## src/rtl/gray_code_counter_if.sv

```systemverilog
// Output bundle of the Gray-code counter: the registered count seen by downstream logic.
interface gray_code_counter_if #(
  parameter int N = 4
);
  logic [N-1:0] gray_code;

  modport master (output gray_code);
  modport slave  (input  gray_code);
endinterface

```

## src/rtl/gray_code_counter.sv

```systemverilog
// Free-running N-bit Gray-code counter; one output bit changes per clock,
// so the count can be sampled safely from another clock domain.
module gray_code_counter #(
  parameter int N = 4
) (
  input  logic                  clk,
  input  logic                  reset,
  gray_code_counter_if.master   gc
);

  logic [N-1:0] bin;
  logic [N-1:0] bin_nxt;
  logic [N-1:0] gray;

  function automatic logic [N-1:0] bin2gray(input logic [N-1:0] b);
    return b ^ (b >> 1);
  endfunction

  always_comb begin
    bin_nxt = bin + N'(1);
  end

  // The Gray value is registered from the next binary count, so the output
  // is a pure flop with no combinational path from bin within a cycle.
  always_ff @(posedge clk) begin
    if (reset) begin
      bin  <= '0;
      gray <= '0;
    end else begin
      bin  <= bin_nxt;
      gray <= bin2gray(bin_nxt);
    end
  end

  assign gc.gray_code = gray;

endmodule

```

## src/flat_wrapper.sv

```systemverilog
// flat-port wrapper written by rule: the top's interface ports become plain ports
module gray_code_counter_flat 
#(
  parameter int N = 4
)
  (clk, reset, gc_gray_code);
  gray_code_counter_if #(.N(N)) gc_i ();
  input  logic clk;
  input  logic reset;
  output wire logic [$bits(gc_i.gray_code)-1:0] gc_gray_code;
  assign gc_gray_code = gc_i.gray_code;
  gray_code_counter #(.N(N)) u_core (.clk(clk), .reset(reset), .gc(gc_i));
endmodule
```

## config.mk

```make
export PLATFORM = sky130hd
export DESIGN_NAME = gray_code_counter_flat
export DESIGN_NICKNAME = d
export VERILOG_FILES = /design/src/rtl/gray_code_counter_if.sv /design/src/rtl/gray_code_counter.sv /design/src/flat_wrapper.sv
export SDC_FILE = /design/constraint.sdc
export NUM_CORES = 1
export LEC_CHECK = 0
export BUFFER_PORTS_ARGS = -buffer_cell sky130_fd_sc_hd__buf_2
export CAP_MARGIN = 20
export CORE_AREA = 5 5 42 44
export DETAILED_ROUTE_END_ITERATION = 8
export DIE_AREA = 0 0 47 49
export GPL_ROUTABILITY_DRIVEN = 0
export HOLD_SLACK_MARGIN = 0.05
export PLACE_DENSITY = 0.36
export SYNTH_ARGS = -nofsm -noshare
export SYNTH_HDL_FRONTEND = slang
export SYNTH_SLANG_ARGS = --single-unit
```

## constraint.sdc

```tcl
create_clock -name clk -period 3.3 [get_ports clk]
set_input_delay 0.33 -clock clk [delete_from_list [all_inputs] [get_ports clk]]
set_output_delay 0.33 -clock clk [all_outputs]
set_load 0.01 [all_outputs]
```

==> summary.md <==
| Metric | Value |
|---|---|
| Outcome | complete, no violations |
| Initial DRC Count | 3 |
| Cts hold-fix bufs | 0 |
| Residual DRC | 0 |
| Core Area | 1400 µm² |
| Synth Flop Type | dfxtp_1 |
| IO Port Bufs | 5 |
| Ant. Diodes | 0 |
| EDFF count, synth | 0 |
| CP cell instances | ha_1 > xor2_1 > and3_1 > nor3_1 |
| Core Util, Final | 0.229 |
| Final Cycle Share | 0.344 |
| Number of post-CTS setup repair buffers | 0 |
| Routed WL | 416 µm |
| Clock period minus worst slack | 1.13 ns |
| Worst skew pair latency | 0.25 ns |
| Grt total ovfl | 0 |
| Number of synthesized register bits | 7 |
| Max_slew headroom | 0.873 |
| Async S/R FF share, synth | 0 |
| Worst clock skew | 0.00280 ns |
| Drt first pass iters | 4 |
| CTS Buf Count | 3 |
| Worst-margin pin slew | 0.190 ns |
| Yosys top cell area share | 0.546 |
| First-pass GRT wire length | 738 µm |
| Syn. warnings | 0 |
| Routed via count | 190 |
| Area of the multi-input gates | 109 µm² |
| Hold Vio Cnt, Final | 0 |
| Share of cells above drive strength 1 | 0.242 |
| Initial core utilization | 0.183 |
| PwrDens | 620 nW/µm² |
| Most common cell in the netlist | dfxtp_1 |
| CTS tree | built |
| Count of cell types in the netlist | 12 |
| PostCTS Resize Cnt | 0 |
| Arrival @ worst endpoint | 1.28 ns |
| P&R area growth vs syn | 24.9% |
| ANT nets after route | 0 |
| Post-synth top cells | dfxtp_1 (7), nor2_1 (4), xor2_1 (4) |
| Max Freq | a little under 900 MHz |
| Row Count | 14 |
| Reg clk slew, reported paths | 0.05 ns |
| Register area | ~140 µm² |
| Critical path class | flop to flop |
| Worst VDD drop | 0.234 mV |
| CP Max Fanout | 5 |
| Reg2Reg Setup Slack | 2.17 ns |
| FILL cells | 166 |
| CP endpoint kind | flop |
| Synth area leaders | dfxtp_1 (55%), xor2_1 (14%), nor2_1 (5.9%), ha_1 (4.9%), nor2b_1 (4.9%) |
| Cells after synthesis | 25 |
| Synth area leader | dfxtp_1 |
| IO Pins | 6 |
| Vias in the first global route | 188 |
| Die Ht | 49 µm |
| Die Wd | between 40 and 50 µm |
| Final setup viols | 0 |
| Leakage | 0.155 nW |
| Synth Area per Inst | between 10 and 15 µm² |
| Slew Limit Fails | 0 |
| H-tree depth | 1 |
| Syn Nets | 28 |
| Hold Path Class | input port to flop |
| Seq/Total Area, Yosys | 0.546 |
| WL/cell | about 8.5 µm |
| Clock buffer depth | 2 |
| CP startpoint kind | flop |
| WP data required | 3.44 ns |
| CP max stage cell | dfxtp_1 |
| Final net count | 37 |
| Largest net degree at the start of global routing | 8 |
| RSZ-0062 raised after global routing | no |
| Post-synthesis cell area | 256 µm² |
| Initial antenna violation count | 0 |
| Die area | around 2300 µm² |
| Clock root buffer | clkbuf_4 |
| Sink Count | 7 |
| Total track usage | 0.0500 |
| MaxCap Viol Count | 0 |
| Setup TNS | 0 ns |
| CP max stage delay | 0.41 ns |
| Vias per cell | ~3.9 |
==> final timing paths <==
path,from,to,depth (start not counted)
max reg2reg,u_core.bin[0],u_core.gc.gray_code[2],4
min reg2reg,u_core.bin[0],u_core.bin[0],1
min,reset,u_core.bin[0],2
max,u_core.bin[0],u_core.gc.gray_code[2],4
==> power breakdown <==
part / switching, W / internal (W)
combinational: 0.0000127 / 0.0000122
clock: 0.0000311 / 0.0000461
sequential: 0.00000407 / 0.0000926
total: 0.0000479 / 0.000151
==> through the flow <==
stage	power [W]	cell area [µm²]	instances	setup slack (ns)	hold slack, ns
after floorplan	0.000115	256	25	2.24	0.397
after global placement	0.000124	294	45	2.18	0.468
after detailed placement	0.000124	294	45	2.17	0.472
after CTS	0.000203	320	49	2.17	0.318
after global routing	0.000212	320	49	2.04	0.327
final	0.000199	320	49	2.17	0.321
==> critical path, delay by kind of cell, from the launching register on <==
family	cells	cell delay (ns)
simple gates	2	0.21
fa+ha+maj	1	0.23
flops	1	0.41
xor+xnor	1	0.18
==> metal layers <==
layer	up-vias	track usage	wire [µm]
li1	97	-	-
met1	82	0.0526	195
met2	7	0.0520	147
met3	4	0.0554	57
met4	0	0.0415	16
met5	-	0	0
==> layout make-up <==
cell class              count  share of cell area
clock buffers               4              0.0820
repair buffers              5              0.0781
multi-input cells          17               0.340
flip-flops and latches      7               0.437
well taps                  16              0.0625
==> state kept, by name (all words and copies together), names as in the netlist <==
signal	count
u_core.gc.gray_code	4
u_core.bin	3
==> cells by family (layout without fill, tap and decap cells) <==
| group | after synthesis | after routing | synth area share |
|---|---|---|---|
| AND/OR/NAND/NOR | 10 | 10 | 0.185 |
| flip-flops | 7 | 7 | 0.546 |
| XOR/XNOR | 5 | 5 | 0.171 |
| adder cells (fa/ha/maj) | 1 | 1 | 0.0488 |
| AO/OA/AOI/OAI | 1 | 1 | 0.0195 |
| buffers and inverters | 1 | 9 | 0.0293 |
==> cell usage in the layout (no fill, tap or decap) <==
master,n
buf_2,5
nor2_1,4
ha_1,1
a21oi_1,1
xor2_1,4
clkbuf_1,1
nor3_1,1
nand3_1,1
dfxtp_1,7
nor2b_1,2
clkbuf_4,3
and3_1,1
xnor2_1,1
nand2_1,1
(Power assumes the default switching activity.)
